**src/rtl/rvc_asap_eot_ctrl_if.sv**
```systemverilog
// rvc_asap_eot_ctrl_if
//   Bundles the two handshaked paths of the end-of-test controller:
//   - D_MEM read port: MemRdEn/MemRdAddr request, MemRdData returned one cycle later.
//   - Snapshot stream: DumpValid/DumpAddr/DumpData/DumpLast offered, DumpReady accepts.
//   master : the controller (issues reads, produces the stream).
//   slave  : memory and stream consumer side.
interface rvc_asap_eot_ctrl_if;
  logic        MemRdEn;
  logic [31:0] MemRdAddr;
  logic [31:0] MemRdData;
  logic        DumpValid;
  logic        DumpReady;
  logic [31:0] DumpAddr;
  logic [31:0] DumpData;
  logic        DumpLast;

  modport master (
    output MemRdEn,
    output MemRdAddr,
    input  MemRdData,
    output DumpValid,
    output DumpAddr,
    output DumpData,
    output DumpLast,
    input  DumpReady
  );

  modport slave (
    input  MemRdEn,
    input  MemRdAddr,
    output MemRdData,
    input  DumpValid,
    input  DumpAddr,
    input  DumpData,
    input  DumpLast,
    output DumpReady
  );
endinterface

```
**src/rtl/rvc_asap_eot_ctrl.sv**
```systemverilog
// rvc_asap_eot_ctrl
//   End-of-test controller for the rvc_asap cores. Watches NUM_LANES retiring
//   instruction lanes for EOT_OPCODE and runs a cycle watchdog. On either event
//   the cycle count freezes and the data-memory window
//   [DUMP_BASE, DUMP_BASE + 4*DUMP_WORDS) is read through a 1-cycle-latency port
//   and streamed out as address/data words over valid/ready.
// Ports
//   Clock     : rising-edge clock.
//   Rst       : synchronous active-high reset; returns to RUN, flushes the dump path.
//   InstValid : per-lane valid.
//   Instr     : lane i at bits [32i+31:32i].
//   bus       : memory read port and snapshot stream (master side).
//   Done      : sticky, test finished and dump complete.
//   EotCause  : 00 none, 01 opcode, 10 watchdog.
//   EotLane   : lowest matching lane, 0 on watchdog.
//   CycleCnt  : saturating count of RUN cycles, frozen at trigger.
module rvc_asap_eot_ctrl #(
  parameter int unsigned NUM_LANES      = 1,
  parameter logic [31:0] EOT_OPCODE     = 32'h00100073,
  parameter int unsigned TIMEOUT_CYCLES = 1000000,
  parameter logic [31:0] DUMP_BASE      = 32'h00001000,
  parameter int unsigned DUMP_WORDS     = 1024
) (
  input  logic                                                  Clock,
  input  logic                                                  Rst,
  input  logic [NUM_LANES-1:0]                                  InstValid,
  input  logic [32*NUM_LANES-1:0]                               Instr,
  rvc_asap_eot_ctrl_if.master                                   bus,
  output logic                                                  Done,
  output logic [1:0]                                            EotCause,
  output logic [((NUM_LANES > 1) ? $clog2(NUM_LANES) : 1)-1:0]  EotLane,
  output logic [31:0]                                           CycleCnt
);

  localparam int unsigned LW          = (NUM_LANES > 1) ? $clog2(NUM_LANES) : 1;
  localparam logic [31:0] LastIdx     = 32'(DUMP_WORDS - 1);
  localparam logic [31:0] TimeoutLast = 32'(TIMEOUT_CYCLES) - 32'd1;
  localparam bit          WatchdogEn  = (TIMEOUT_CYCLES != 0);

  localparam logic [1:0] CauseNone    = 2'b00;
  localparam logic [1:0] CauseOpcode  = 2'b01;
  localparam logic [1:0] CauseTimeout = 2'b10;

  typedef enum logic [1:0] {
    StRun  = 2'd0,
    StDump = 2'd1,
    StDone = 2'd2
  } state_e;

  state_e state_q, state_d;

  logic [31:0]   cycle_cnt_q, cycle_cnt_d;
  logic [1:0]    cause_q, cause_d;
  logic [LW-1:0] lane_q, lane_d;

  // Read issue side
  logic [31:0] rd_addr_q, rd_addr_d;
  logic [31:0] rd_idx_q, rd_idx_d;
  logic        rd_all_q, rd_all_d;
  logic        inflight_q, inflight_d;
  logic [31:0] inflight_addr_q, inflight_addr_d;
  logic        inflight_last_q, inflight_last_d;

  // 2-entry output FIFO
  logic [1:0][31:0] fifo_addr_q, fifo_addr_d;
  logic [1:0][31:0] fifo_data_q, fifo_data_d;
  logic [1:0]       fifo_last_q, fifo_last_d;
  logic             fifo_wptr_q, fifo_wptr_d;
  logic             fifo_rptr_q, fifo_rptr_d;
  logic [1:0]       fifo_cnt_q, fifo_cnt_d;

  logic                 dump_valid;
  logic                 pop;
  logic                 push;
  logic                 rd_en;
  logic                 timeout;
  logic [NUM_LANES-1:0] lane_match;
  logic                 any_match;
  logic [LW-1:0]        match_lane;

  // Lane matching; the descending scan leaves the lowest matching lane.
  always_comb begin
    lane_match = '0;
    match_lane = '0;
    for (int i = 0; i < int'(NUM_LANES); i++) begin
      lane_match[i] = InstValid[i] && (Instr[32*i +: 32] == EOT_OPCODE);
    end
    for (int i = int'(NUM_LANES) - 1; i >= 0; i--) begin
      if (lane_match[i]) begin
        match_lane = LW'(i);
      end
    end
  end

  assign any_match = |lane_match;
  assign timeout   = WatchdogEn && (cycle_cnt_q == TimeoutLast);

  assign dump_valid = (fifo_cnt_q != 2'd0);
  assign pop        = dump_valid && bus.DumpReady;
  // The word read last cycle lands in the FIFO now.
  assign push       = inflight_q;

  // Reserve a FIFO slot for every outstanding read so backpressure never drops data.
  assign rd_en = (state_q == StDump) && !rd_all_q &&
                 (({1'b0, fifo_cnt_q} + {2'b00, inflight_q} - {2'b00, pop}) < 3'd2);

  always_comb begin
    state_d         = state_q;
    cycle_cnt_d     = cycle_cnt_q;
    cause_d         = cause_q;
    lane_d          = lane_q;
    rd_addr_d       = rd_addr_q;
    rd_idx_d        = rd_idx_q;
    rd_all_d        = rd_all_q;
    inflight_d      = 1'b0;
    inflight_addr_d = inflight_addr_q;
    inflight_last_d = inflight_last_q;
    fifo_addr_d     = fifo_addr_q;
    fifo_data_d     = fifo_data_q;
    fifo_last_d     = fifo_last_q;
    fifo_wptr_d     = fifo_wptr_q;
    fifo_rptr_d     = fifo_rptr_q;
    fifo_cnt_d      = fifo_cnt_q;

    unique case (state_q)
      StRun: begin
        // Opcode is checked first so it wins over a simultaneous watchdog.
        if (any_match) begin
          cause_d = CauseOpcode;
          lane_d  = match_lane;
          state_d = StDump;
        end else if (timeout) begin
          cause_d = CauseTimeout;
          lane_d  = '0;
          state_d = StDump;
        end else if (cycle_cnt_q != 32'hFFFF_FFFF) begin
          cycle_cnt_d = cycle_cnt_q + 32'd1;
        end
      end
      StDump: begin
        if (pop && fifo_last_q[fifo_rptr_q]) begin
          state_d = StDone;
        end
      end
      StDone: begin
      end
      default: begin
        state_d = StRun;
      end
    endcase

    if (rd_en) begin
      inflight_d      = 1'b1;
      inflight_addr_d = rd_addr_q;
      inflight_last_d = (rd_idx_q == LastIdx);
      rd_addr_d       = rd_addr_q + 32'd4;
      rd_idx_d        = rd_idx_q + 32'd1;
      if (rd_idx_q == LastIdx) begin
        rd_all_d = 1'b1;
      end
    end

    if (push) begin
      fifo_addr_d[fifo_wptr_q] = inflight_addr_q;
      fifo_data_d[fifo_wptr_q] = bus.MemRdData;
      fifo_last_d[fifo_wptr_q] = inflight_last_q;
      fifo_wptr_d              = ~fifo_wptr_q;
    end
    if (pop) begin
      fifo_rptr_d = ~fifo_rptr_q;
    end
    fifo_cnt_d = fifo_cnt_q + {1'b0, push} - {1'b0, pop};
  end

  always_ff @(posedge Clock) begin
    if (Rst) begin
      state_q         <= StRun;
      cycle_cnt_q     <= '0;
      cause_q         <= CauseNone;
      lane_q          <= '0;
      rd_addr_q       <= DUMP_BASE;
      rd_idx_q        <= '0;
      rd_all_q        <= 1'b0;
      inflight_q      <= 1'b0;
      inflight_addr_q <= '0;
      inflight_last_q <= 1'b0;
      fifo_addr_q     <= '0;
      fifo_data_q     <= '0;
      fifo_last_q     <= '0;
      fifo_wptr_q     <= 1'b0;
      fifo_rptr_q     <= 1'b0;
      fifo_cnt_q      <= '0;
    end else begin
      state_q         <= state_d;
      cycle_cnt_q     <= cycle_cnt_d;
      cause_q         <= cause_d;
      lane_q          <= lane_d;
      rd_addr_q       <= rd_addr_d;
      rd_idx_q        <= rd_idx_d;
      rd_all_q        <= rd_all_d;
      inflight_q      <= inflight_d;
      inflight_addr_q <= inflight_addr_d;
      inflight_last_q <= inflight_last_d;
      fifo_addr_q     <= fifo_addr_d;
      fifo_data_q     <= fifo_data_d;
      fifo_last_q     <= fifo_last_d;
      fifo_wptr_q     <= fifo_wptr_d;
      fifo_rptr_q     <= fifo_rptr_d;
      fifo_cnt_q      <= fifo_cnt_d;
    end
  end

  assign bus.MemRdEn   = rd_en;
  assign bus.MemRdAddr = rd_addr_q;
  // Head fields are masked to zero while the FIFO is empty.
  assign bus.DumpValid = dump_valid;
  assign bus.DumpAddr  = dump_valid ? fifo_addr_q[fifo_rptr_q] : 32'd0;
  assign bus.DumpData  = dump_valid ? fifo_data_q[fifo_rptr_q] : 32'd0;
  assign bus.DumpLast  = dump_valid && fifo_last_q[fifo_rptr_q];

  assign Done     = (state_q == StDone);
  assign EotCause = cause_q;
  assign EotLane  = lane_q;
  assign CycleCnt = cycle_cnt_q;

endmodule

```
**src/flat_wrapper.sv**
```systemverilog
// flat-port wrapper written by rule: the top's interface ports become plain ports
module rvc_asap_eot_ctrl_flat 
#(
  parameter int unsigned NUM_LANES      = 1,
  parameter logic [31:0] EOT_OPCODE     = 32'h00100073,
  parameter int unsigned TIMEOUT_CYCLES = 1000000,
  parameter logic [31:0] DUMP_BASE      = 32'h00001000,
  parameter int unsigned DUMP_WORDS     = 1024
)
  (Clock, Rst, InstValid, Instr, Done, EotCause, EotLane, CycleCnt, bus_MemRdEn, bus_MemRdAddr, bus_MemRdData, bus_DumpValid, bus_DumpAddr, bus_DumpData, bus_DumpLast, bus_DumpReady);
  rvc_asap_eot_ctrl_if bus_i ();
  input  logic Clock;
  input  logic Rst;
  input  logic [NUM_LANES-1:0] InstValid;
  input  logic [32*NUM_LANES-1:0] Instr;
  output logic Done;
  output logic [1:0] EotCause;
  output logic [((NUM_LANES > 1) ? $clog2(NUM_LANES) : 1)-1:0] EotLane;
  output logic [31:0] CycleCnt;
  output wire logic [$bits(bus_i.MemRdEn)-1:0] bus_MemRdEn;
  output wire logic [$bits(bus_i.MemRdAddr)-1:0] bus_MemRdAddr;
  input wire logic [$bits(bus_i.MemRdData)-1:0] bus_MemRdData;
  output wire logic [$bits(bus_i.DumpValid)-1:0] bus_DumpValid;
  output wire logic [$bits(bus_i.DumpAddr)-1:0] bus_DumpAddr;
  output wire logic [$bits(bus_i.DumpData)-1:0] bus_DumpData;
  output wire logic [$bits(bus_i.DumpLast)-1:0] bus_DumpLast;
  input wire logic [$bits(bus_i.DumpReady)-1:0] bus_DumpReady;
  assign bus_MemRdEn = bus_i.MemRdEn;
  assign bus_MemRdAddr = bus_i.MemRdAddr;
  assign bus_i.MemRdData = bus_MemRdData;
  assign bus_DumpValid = bus_i.DumpValid;
  assign bus_DumpAddr = bus_i.DumpAddr;
  assign bus_DumpData = bus_i.DumpData;
  assign bus_DumpLast = bus_i.DumpLast;
  assign bus_i.DumpReady = bus_DumpReady;
  rvc_asap_eot_ctrl #(.NUM_LANES(NUM_LANES), .EOT_OPCODE(EOT_OPCODE), .TIMEOUT_CYCLES(TIMEOUT_CYCLES), .DUMP_BASE(DUMP_BASE), .DUMP_WORDS(DUMP_WORDS)) u_core (.Clock(Clock), .Rst(Rst), .InstValid(InstValid), .Instr(Instr), .bus(bus_i), .Done(Done), .EotCause(EotCause), .EotLane(EotLane), .CycleCnt(CycleCnt));
endmodule
```
**config.mk**
```make
export PLATFORM = sky130hd
export DESIGN_NAME = rvc_asap_eot_ctrl_flat
export DESIGN_NICKNAME = d
export VERILOG_FILES = /design/src/rtl/rvc_asap_eot_ctrl_if.sv /design/src/rtl/rvc_asap_eot_ctrl.sv /design/src/flat_wrapper.sv
export SDC_FILE = /design/constraint.sdc
export NUM_CORES = 1
export LEC_CHECK = 0
export ABC_CLOCK_PERIOD_IN_PS = 3400
export CORE_MARGIN = 5
export CORE_UTILIZATION = 48
export DETAILED_ROUTE_END_ITERATION = 16
export PLACE_DENSITY = 0.88
export SYNTH_ARGS = -nofsm -noshare
export SYNTH_HDL_FRONTEND = slang
export SYNTH_SLANG_ARGS = --single-unit
```
**constraint.sdc**
```tcl
create_clock -name Clock -period 3.4 [get_ports Clock]
set_input_delay 0.51 -clock Clock [delete_from_list [all_inputs] [get_ports Clock]]
set_output_delay 0.51 -clock Clock [all_outputs]
set_load 0.01 [all_outputs]
```
==> run metrics, run 1 <==
most frequent cell after synthesis=nand2_1; worst hold-check path type=reg2reg; Clock Tree Root=clkbuf_16; Crit path arrival time=approximately 3900 ps; Initial Utilization=0.484; number of flops mapped to enable cells by yosys=0; Worst path depth=14; I/O pins=around 200; Hold Path Origin=u_core.fifo_addr_q[48]$_SDFFE_PP0P_; synth cell count leaders=349 x nand2_1, 261 x dfxtp_1, 184 x a21oi_1, 154 x nor2_1; Worst Reg-to-Reg Cells=14; die height=163 um; Fin. Hold Viols=0; Seq pwr share=0.455; total gr overflow=0; Area contributors post-synth=dfxtp_1 46%, nand2_1 12%, a21oi_1 8.2%, mux2i_1 5.7%, nor2_1 5.1%; DR vias/cell=around 5.5; Slew Limit Headroom=0.333; drt total wl=slightly above 30 mm; global-route wire length before repair=roughly 49 mm; Seq/Total Area, Yosys=0.465; vias in the first global route=10000; placed wire-length estimate=19.3 mm; initial DRC count=986; DRT Pass-1 Iters=5; Pins Over Slew Limit=0; number of synthesized register bits=around 260; I/O Buffers=197; VDD IR max=0.355 mV; skew final=around 16 ps; die area=26600 um2; hold buffer count at cts=0; Max-Cap Viols=0; Clock Sinks=~260; CP Max Fanout=5; RSZ-0062 raised after global routing=yes; fmax=around 0.29 GHz; Mapped Area=11200 um2; status=finished with violations; kind of end point of the critical path=flip-flop; Sw Share=0.254; Reg-to-Reg Start=u_core.fifo_cnt_q[1]$_SDFF_PP0_; synthesis-to-layout area growth=30.5%; crit path time final=3450 ps; share of synthesized registers carrying an async set or reset=0; Antenna Nets Post-Route=0; GPL Wtd Cong=0.893; Final period util=1.01; Synth area leader=dfxtp_1; initial antenna violation count=0; Tot Pwr=6.95 mW; worst setup path start=u_core.fifo_cnt_q[1]$_SDFF_PP0_; Max stage delay on crit path=about 500 ps; CTS tree=built; leak pwr=4.79 nW; Synth top area share=0.465; worst path bufs/invs=4; Mapped Cells=1409; Psw=1.77 mW; Core Footprint=23300 um2; dpl ws=-400 ps; TritonCTS buffer count=27; Comb power frac=0.118; Worst setup SP type=flip-flop; failing checks=negative setup slack; clk slew on worst S/H paths=60 ps; Critical Setup Path Class=reg2reg; H-Tree Depth=1; fin nets=1665; Pwr Density=474 nW/um2; internal power=5.19 mW; cell-by-cell listing of the critical path=nor2_4 -> inv_2 -> and2_4 -> ha_4 -> inv_2 -> ha_4 -> fa_1 -> buf_4 -> or4b_4 -> nor3_4 -> buf_4 -> nand4_4 -> or3_1 -> a21oi_1; share of post-route cells with drive strength above 1=0.0895; clock latency on the worst-skew pair=550 ps; Top FF cell, synth=dfxtp_1; Avg Cell Area, Syn=7.98 um2; pin slew with the least headroom to its limit=997 ps; power share of the clock group=0.427; Die W=163 um; Routed wire per std cell=15.8 um; fillers=1886; Global Route Usage Sum=0.217; Worst EP required=3870 ps; Max Buffers Root-to-Sink=3; synth warn=0; largest net degree at the start of global routing=114; family with the most delay on the worst path=simple AND/OR/NAND/NOR gates; antenna fix cells=0; final setup margin=-50.3 ps; post-synthesis cell type count=47; Worst Hold Depth=2; CP max stage cell=or4b_4; DR DRC count=0; endpoints failing setup=5; cell row count=56; TNS Setup=-106 ps; Vias=~11000
worst register-to-register path, cell delays in order (launching register included):
cell     delay [ps]
dfxtp_4         350
nor2_4          110
inv_2            40
and2_4          140
ha_4            250
inv_2            40
ha_4            150
fa_1            500
buf_4           170
or4b_4          510
nor3_4          240
buf_4           170
nand4_4         150
or3_1           410
a21oi_1         160
area by class of cell:
type | instances | area (um2) | area share
flip-flops and latches | 261 | 5240 | 0.357
multi-input cells | 1051 | 5780 | 0.394
clock inverters | 7 | 86.3 | 0.00588
clock buffers | 40 | 825 | 0.0562
repair buffers | 238 | 2300 | 0.157
inverters | 12 | 45.0 | 0.00307
well taps | 319 | 399 | 0.0272
state kept, by name, indices dropped and copies added (netlist names):
name and cells:
u_core.inflight_q 1, u_core.fifo_cnt_q 2, u_core.inflight_last_q 1, u_core.rd_idx_q 32, u_core.inflight_addr_q 30, u_core.fifo_addr_q 60, u_core.rd_all_q 1, u_core.fifo_wptr_q 1
u_core.CycleCnt 32, u_core.fifo_rptr_q 1, u_core.fifo_last_q 2, u_core.fifo_data_q 64, u_core.state_q 2, u_core.bus.MemRdAddr 30, u_core.EotCause 2
per-layer routing:
metal | wire length, um | vias up | global-route usage
met2 | 14900 | 386 | 0.372
met4 | 560 | 0 | 0.0602
met3 | 2190 | 48 | 0.0333
met5 | 0 | - | 0
li1 | - | 5088 | -
met1 | 12900 | 4987 | 0.286
timing repair:
item	CTS	global route
cloned	0	1
pin swaps	2	11
gates resized for setup	7	20
setup buffers	2	6
setup endpoints to repair	1	27
layout by cell type, fill, tap and decap left out, types with 16 or more instances in the layout:
cell               n
nand2_1          347
dfxtp_1          257
clkdlybuf4s50_1  195
a21oi_1          183
nor2_1           150
mux2i_1           64
buf_4             39
nand4_1           35
xor2_1            34
clkbuf_16         27
nand3_1           26
xnor2_1           24
o21ai_0           18
or3_1             18
nor2b_1           16
nor4_1            16
power by group through the flow:
stage	clock network, mW	registers [mW]	logic [mW]
detailed placement	0	3.23	0.760
CTS	3.02	3.17	0.780
global placement	0	3.23	0.756
finish	2.97	3.16	0.819
global route	3.16	3.17	0.884
floorplan	0	3.16	0.540
logic make-up after synthesis:
group	Yosys count	share of synthesized area
flip-flops	261	0.465
other	1	0.000333
buffers and inverters	102	0.0367
multiplexers	76	0.0690
XOR/XNOR	59	0.0459
AO/OA/AOI/OAI	210	0.0957
AND/OR/NAND/NOR	694	0.281
adder cells (fa/ha/maj)	6	0.00734
worst paths after layout:
kind | to | slack, ps
worst max-delay path | u_core.rd_idx_q[30]$_SDFFE_PP0P_ | -50
worst min-delay path | u_core.fifo_addr_q[48]$_SDFFE_PP0P_ | 450
worst max register to register | u_core.rd_idx_q[30]$_SDFFE_PP0P_ | -50
worst min register to register | u_core.fifo_addr_q[48]$_SDFFE_PP0P_ | 450
per-stage QoR:
step | std cells | instance area [um2] | hold slack [ps] | utilization
finish | 1928 | 14700 | 452 | 0.631
global route | 1928 | 14700 | 467 | 0.631
CTS | 1921 | 14500 | 454 | 0.625
detailed placement | 1872 | 13600 | 446 | 0.585
global placement | 1872 | 13600 | 441 | 0.585
floorplan | 1413 | 11300 | 436 | -
(Power assumes the default switching activity.)
==> run 2, diff against run 1 <==
Settings changed: CTS_BUF_LIST set to sky130_fd_sc_hd__clkbuf_16, HOLD_SLACK_MARGIN set to 0.02.
==> run 2 against run 1 <==
  * The flow still finishes with violations (negative setup slack)
  * Fmax fell by 0.26%
  * Count of clock-buffer cells in the layout fell by 13
  * Die area did not move
  * Routed wire length fell by 0.50%
==> run metrics, run 2 (synthesized netlist as in run 1, its figures left out) <==
Worst EP required=2890 ps (-980 ps); Initial Utilization=0.484 (unchanged); hold buffer count at cts=0 (unchanged); placed wire-length estimate=19.3 mm (unchanged); TNS Setup=-186 ps (-79.4 ps); Inst Count DP=1872 (unchanged); GPL Wtd Cong=0.893 (unchanged); fmax=0.289 GHz (-0.26%); drt total wl=30.4 mm (-0.50%); Antenna Nets Post-Route=0 (unchanged); Largest regs=u_core.fifo_data_q (64), u_core.fifo_addr_q (60); Clock Sinks=261 (unchanged); RSZ-0062 raised after global routing=yes; Routed wire per std cell=15.7 um (-0.60%); Comb power frac=0.124 (+0.006); clk slew on worst S/H paths=60 ps (about the same); Pwr Density=460 nW/um2 (-3.0%); I/O Buffers=197 (unchanged); Seq. cell area=5240 um2 (unchanged); VDD IR max=0.346 mV (-2.5%); Critical Setup Path Class=reg2out; share of post-route cells with drive strength above 1=0.0875 (-0.00197); antenna fix cells=0 (unchanged); most common cell after layout, fill and taps aside=nand2_1; die area=26600 um2 (unchanged); max reg flops=64 (unchanged); Reg with most FFs=u_core.fifo_data_q; Seq pwr share=0.471 (+0.016); Multi-input gate area=5810 um2 (+0.45%); Worst setup SP type=flip-flop; Max Buffers Root-to-Sink=3 (unchanged); vias in the first global route=9984 (-0.28%); Pins Over Slew Limit=0 (unchanged); initial antenna violation count=0 (unchanged); TritonCTS buffer count=27 (unchanged); Sw Share=0.262 (+0.00772); DR vias/cell=5.45 (about the same); failing checks=negative setup slack; fin cells=1930 (+0.10%); Die W=163 um (unchanged); skew final=19.3 ps (+3.00 ps); Max-Cap Viols=0 (unchanged); largest net degree at the start of global routing=114 (unchanged); Core Footprint=23300 um2 (unchanged); final setup margin=-59.4 ps (-9.17 ps); crit path time final=3460 ps (+9.17 ps); DRT Pass-1 Iters=5 (unchanged); dpl ws=-400 ps (unchanged); status=finished with violations; H-Tree Depth=1 (unchanged); CTS tree=built; internal power=4.96 mW (-4.4%); kind of end point of the critical path=primary output; power share of the clock group=0.405 (-0.022); GR Layer Usage met1=0.283 (-0.00307); Clock Tree Root=clkbuf_16; Final Util=0.629 (-0.00221); CP Max Fanout=2 (-3); I/O pins=203 (unchanged); DR DRC count=0 (unchanged); Fin. Hold Viols=0 (unchanged); fillers=1901 (+0.80%); worst hold-check path type=reg2reg; Psw=1.76 mW (-0.41%); cell row count=56 (unchanged); fin nets=1667 (+0.12%); global-route wire length before repair=48.7 mm (-0.80%); leak pwr=4.77 nW (-0.62%); die height=163 um (unchanged); routing usage on met2=0.368 (-0.00415); Slew Limit Headroom=0.337 (+0.00339); Global Route Usage Sum=0.216 (-0.00162); Crit path arrival time=2950 ps (-970 ps); endpoints failing setup=7 (+2); grt met3 use=0.0323 (-0.00101); initial DRC count=953 (-3.3%); clock latency on the worst-skew pair=550 ps (about the same); GR peak layer=met2; pin slew with the least headroom to its limit=991 ps (-5.07 ps); total gr overflow=0 (unchanged); Vias=10500 (+0.067%); commonest cells after routing, fill and taps aside=347 x nand2_1, 257 x dfxtp_1, 195 x clkdlybuf4s50_1; synthesis-to-layout area growth=30.0%; Final period util=1.02 (+0.00270)
run 2: power groups by stage:
| stage | combinational (mW) | sequential (mW) | clock [mW] |
|---|---|---|---|
| floorplan | 0.540 | 3.16 | 0 |
| global placement | 0.756 | 3.23 | 0 |
| detailed placement | 0.760 | 3.23 | 0 |
| CTS | 0.779 | 3.17 | 2.77 |
| global route | 0.900 | 3.17 | 2.91 |
| finish | 0.834 | 3.17 | 2.72 |
run 2: layer usage:
layer	vias to the layer above	wire, um
met5	-	0
met4	0	691
met3	55	2020
met2	383	14700
met1	4988	12900
li1	5090	-
run 2: area by class of cell:
cell class,instances,area share
multi-input cells,1051,0.397
flip-flops and latches,261,0.358
repair buffers,240,0.159
clock buffers,27,0.0462
well taps,319,0.0273
clock inverters,20,0.00924
inverters,12,0.00308
run 2: worst paths after layout:
path | slack (ps) | depth (start not counted) | end | start
worst min-delay path | 450 | 2 | u_core.fifo_addr_q[48]$_SDFFE_PP0P_ | u_core.fifo_addr_q[48]$_SDFFE_PP0P_
worst max register to register | -50 | 14 | u_core.rd_idx_q[31]$_SDFFE_PP0P_ | u_core.fifo_cnt_q[1]$_SDFF_PP0_
worst max-delay path | -60 | 13 | bus_MemRdEn | u_core.fifo_cnt_q[1]$_SDFF_PP0_
worst min register to register | 450 | 2 | u_core.fifo_addr_q[48]$_SDFFE_PP0P_ | u_core.fifo_addr_q[48]$_SDFFE_PP0P_
run 2: metrics by stage:
stage,power [mW],instance area [um2],hold WS (ps)
detailed placement,3.99,13600,446
global route,6.98,14600,467
floorplan,3.70,11300,436
finish,6.72,14600,452
global placement,3.99,13600,441
CTS,6.72,14400,454
run 2: what timing repair did:
action,CTS,global route
setup endpoints to repair,1,27
gates cloned,0,1
buffers inserted,2,8
pin swaps,2,11
gates resized for setup,7,27
run 2: critical path, cell delays in order, from the launching register on:
cell,delay [ps]
dfxtp_4,360
nor2_4,130
inv_2,50
and2_4,140
ha_4,250
inv_2,40
ha_4,150
fa_1,490
buf_4,160
nor4b_2,190
buf_4,160
nand2_1,80
inv_2,90
buf_2,130
==> run 3, diff against run 2 <==
Settings changed: ABC_AREA set to 1, CORE_UTILIZATION 48 to 49.
==> run 3 against run 2 <==
  * The run now ends clean
  * Worst hold slack better by 21 ps
  * Clock skew up 1.7 ps
  * Combinational power down 3.2%
  * Critical path type unchanged
  * Non-clock buffer count down 17
  * Count of clock-buffer cells in the layout unchanged
==> run metrics, run 3 <==
Fin. Hold Viols=0 (unchanged); initial DRC count=1462 (+53%); Core Footprint=26100 um2 (+12%); Final Util=0.616 (-0.0125); status=finished clean; VDD IR max=0.300 mV (-13%); synthesis-to-layout area growth=23.6%; Routed wire per std cell=15.3 um (-2.8%); dpl ws=-111 ps (+289 ps); CP Max Fanout=3 (+1); Clock Sinks=261 (unchanged); clk slew on worst S/H paths=60 ps (about the same); fillers=2315 (+22%); H-Tree Depth=1 (unchanged); DR DRC count=0 (unchanged); Synth top area share=0.401 (-0.0636); Initial Utilization=0.499 (+0.0152); M1 WL=16.9 mm (+30%); largest net degree at the start of global routing=74 (-35%); Synth area leader=dfxtp_1; Top FF cell, synth=dfxtp_1; FF-to-FF End=u_core.bus.MemRdAddr[7]$_SDFFE_PP0P_; die height=173 um (+6.1%); fmax=0.314 GHz (+8.6%); DRT Pass-1 Iters=6 (+1); Worst Reg-to-Reg Cells=16 (+2); worst setup path start=u_core.fifo_cnt_q[1]$_SDFF_PP0_; total gr overflow=0 (unchanged); Max Buffers Root-to-Sink=3 (unchanged); post-synthesis cell type count=40 (-15%); postcts setup bufs=0 (-2); worst path bufs/invs=5 (-1); Seq/Total Area, Yosys=0.401 (-0.0636); leak pwr=5.87 nW (+23%); endpoints failing setup=0 (-7); final setup margin=214 ps (+274 ps); met2 wire len=17.8 mm (+21%); TritonCTS buffer count=27 (unchanged); drt total wl=39.4 mm (+30%); most used cell, CP=inv_1; Clock Tree Root=clkbuf_16; GPL Wtd Cong=0.940 (+5.3%); Largest regs=u_core.fifo_data_q (64), u_core.fifo_addr_q (60); die area=30000 um2 (+13%); Mapped Cells=2067 (+47%); pin slew with the least headroom to its limit=831 ps (-160 ps); Pwr Density=421 nW/um2 (-8.3%); Final period util=0.937 (-0.0806); initial antenna violation count=1 (+1); Avg Cell Area, Syn=6.31 um2 (-21%); Setup crit end=bus_MemRdEn; Antenna Nets Post-Route=0 (unchanged); Area contributors post-synth=dfxtp_1 40%, nand2_1 15%, nor2_1 14%, o21ai_0 7.2%, a21oi_1 6.1%; synth warn=0 (unchanged); Vias=14100 (+34%); Mapped Area=13000 um2 (+16%); worst hold-check path type=reg2reg; number of synthesized register bits=261 (unchanged); I/O Buffers=197 (unchanged); cell row count=59 (+5.4%); Critical Setup Path Class=reg2out; DR vias/cell=5.48 (+0.56%); Final Cell Area=16100 um2 (+10%); Global Route Usage Sum=0.248 (+0.0329); Worst Hold Depth=2 (unchanged); skew final=21.0 ps (+1.67 ps); Max-Cap Viols=0 (unchanged); most frequent cell after synthesis=nand2_1; CTS tree=built; crit path time final=3190 ps (-274 ps); vias in the first global route=13200 (+32%); commonest cells after routing, fill and taps aside=524 x nand2_1, 494 x nor2_1, 260 x dfxtp_1; hold slack=473 ps (+20.9 ps); CP max stage cell=fa_1; cell-by-cell listing of the critical path=nor2_4 -> inv_1 -> nand2_1 -> inv_1 -> ha_1 -> inv_1 -> ha_1 -> fa_1 -> nor3_2 -> nand2_2 -> inv_2 -> clkbuf_2; Die W=173 um (+6.1%); top routing layer in use=met4; share of synthesized registers carrying an async set or reset=0 (unchanged); Multi-input gate area=6870 um2 (+18%); Worst path depth=12 (-1); I/O pins=203 (unchanged); Reg with most FFs=u_core.fifo_data_q; kind of end point of the critical path=primary output; Max stage delay on crit path=470 ps (-20 ps); wire length on met3=3.29 mm (+63%); most common cell after layout, fill and taps aside=nand2_1; dpl cell area=15300 um2 (+12%); Pins Over Slew Limit=0 (unchanged); R2R Setup Slk=390 ps (+440 ps); synth cell count leaders=525 x nand2_1, 496 x nor2_1, 261 x dfxtp_1, 187 x o21ai_0, 158 x a21oi_1; Crit path arrival time=2680 ps (-270 ps); fin nets=2294 (+38%); share of post-route cells with drive strength above 1=0.0424 (-0.0451); number of flops mapped to enable cells by yosys=0 (unchanged); Reg-to-Reg Start=u_core.fifo_cnt_q[1]$_SDFF_PP0_; placed wire-length estimate=26.4 mm (+37%); clock latency on the worst-skew pair=540 ps (about the same); max reg flops=64 (unchanged); global-route wire length before repair=64.2 mm (+32%); Worst EP required=2890 ps (about the same); family with the most delay on the worst path=adder cells; Slew Limit Headroom=0.446 (+0.109); Worst setup SP type=flip-flop; hold buffer count at cts=0 (unchanged); Seq. cell area=5230 um2 (-0.17%); RSZ-0062 raised after global routing=no
==> run 3: cell types whose count changed after synthesis, moves of 26 or more <==
cell / delta
nand3_1: +30
nand2_1: +176
a21oi_1: -26
xor2_1: -26
inv_1: +125
o21ai_0: +168
nor2_1: +342
mux2i_1: -64
==> run 3: worst min path at each step <==
stage                     slack [ps]                                from                                 end
final                            470  u_core.fifo_last_q[1]$_SDFFE_PP0P_  u_core.fifo_last_q[1]$_SDFFE_PP0P_
after detailed placement         460  u_core.fifo_last_q[1]$_SDFFE_PP0P_  u_core.fifo_last_q[1]$_SDFFE_PP0P_
after floorplan                  420  u_core.fifo_last_q[1]$_SDFFE_PP0P_  u_core.fifo_last_q[1]$_SDFFE_PP0P_
after CTS                        480  u_core.fifo_last_q[1]$_SDFFE_PP0P_  u_core.fifo_last_q[1]$_SDFFE_PP0P_
after global placement           430  u_core.fifo_last_q[1]$_SDFFE_PP0P_  u_core.fifo_last_q[1]$_SDFFE_PP0P_
after global routing             500  u_core.fifo_last_q[1]$_SDFFE_PP0P_  u_core.fifo_last_q[1]$_SDFFE_PP0P_
==> run 3: cell families (layout without fill, tap and decap cells) <==
family	after synthesis	after routing	synth area share
simple gates	1189	1189	0.372
compound gates	355	355	0.138
flops	261	261	0.401
buf+inv	243	410	0.0742
xor+xnor	12	12	0.00806
fa+ha+maj	6	6	0.00634
other cells	1	6	0.000288
==> run 3: stage by stage <==
stage	power (mW)	TNS (ps)	instances
floorplan	3.64	0	2071
global placement	3.95	-152	2526
detailed placement	3.96	-177	2526
CTS	6.81	0	2573
global route	6.99	0	2574
finish	6.79	0	2574
==> run 3: final cells by class <==
class	count	share of cell area
antenna	1	0.000155
clock buffer	27	0.0420
clock inverter	20	0.0106
inverter	140	0.0328
multi-input combinational	1567	0.427
sequential	261	0.325
tap	335	0.0260
timing repair buffer	223	0.137
==> run 3: power breakdown <==
part           internal [mW]  switching, mW
Sequential              3.08         0.0216
Clock                   1.66           1.22
Combinational          0.213          0.594
==> run 3: what timing repair did <==
item,4_1_cts,5_1_grt
gates cloned,0,0
pin swaps,0,1
setup endpoints to repair,1,1
resized for setup,1,2
endpoints found under the hold margin,0,0
==> run 3: layer usage <==
layer | vias to the layer above | GRT usage
met5 | - | 0
met4 | 0 | 0.0938
met3 | 97 | 0.0349
met2 | 680 | 0.407
met1 | 6446 | 0.335
li1 | 6880 | -
==> run 3: tightest hold or removal path, delay by kind of cell (launching register included) <==
| kind | cells | cell delay (ps) |
|---|---|---|
| flops | 1 | 300 |
| buf+inv | 1 | 70 |
| compound gates | 1 | 60 |
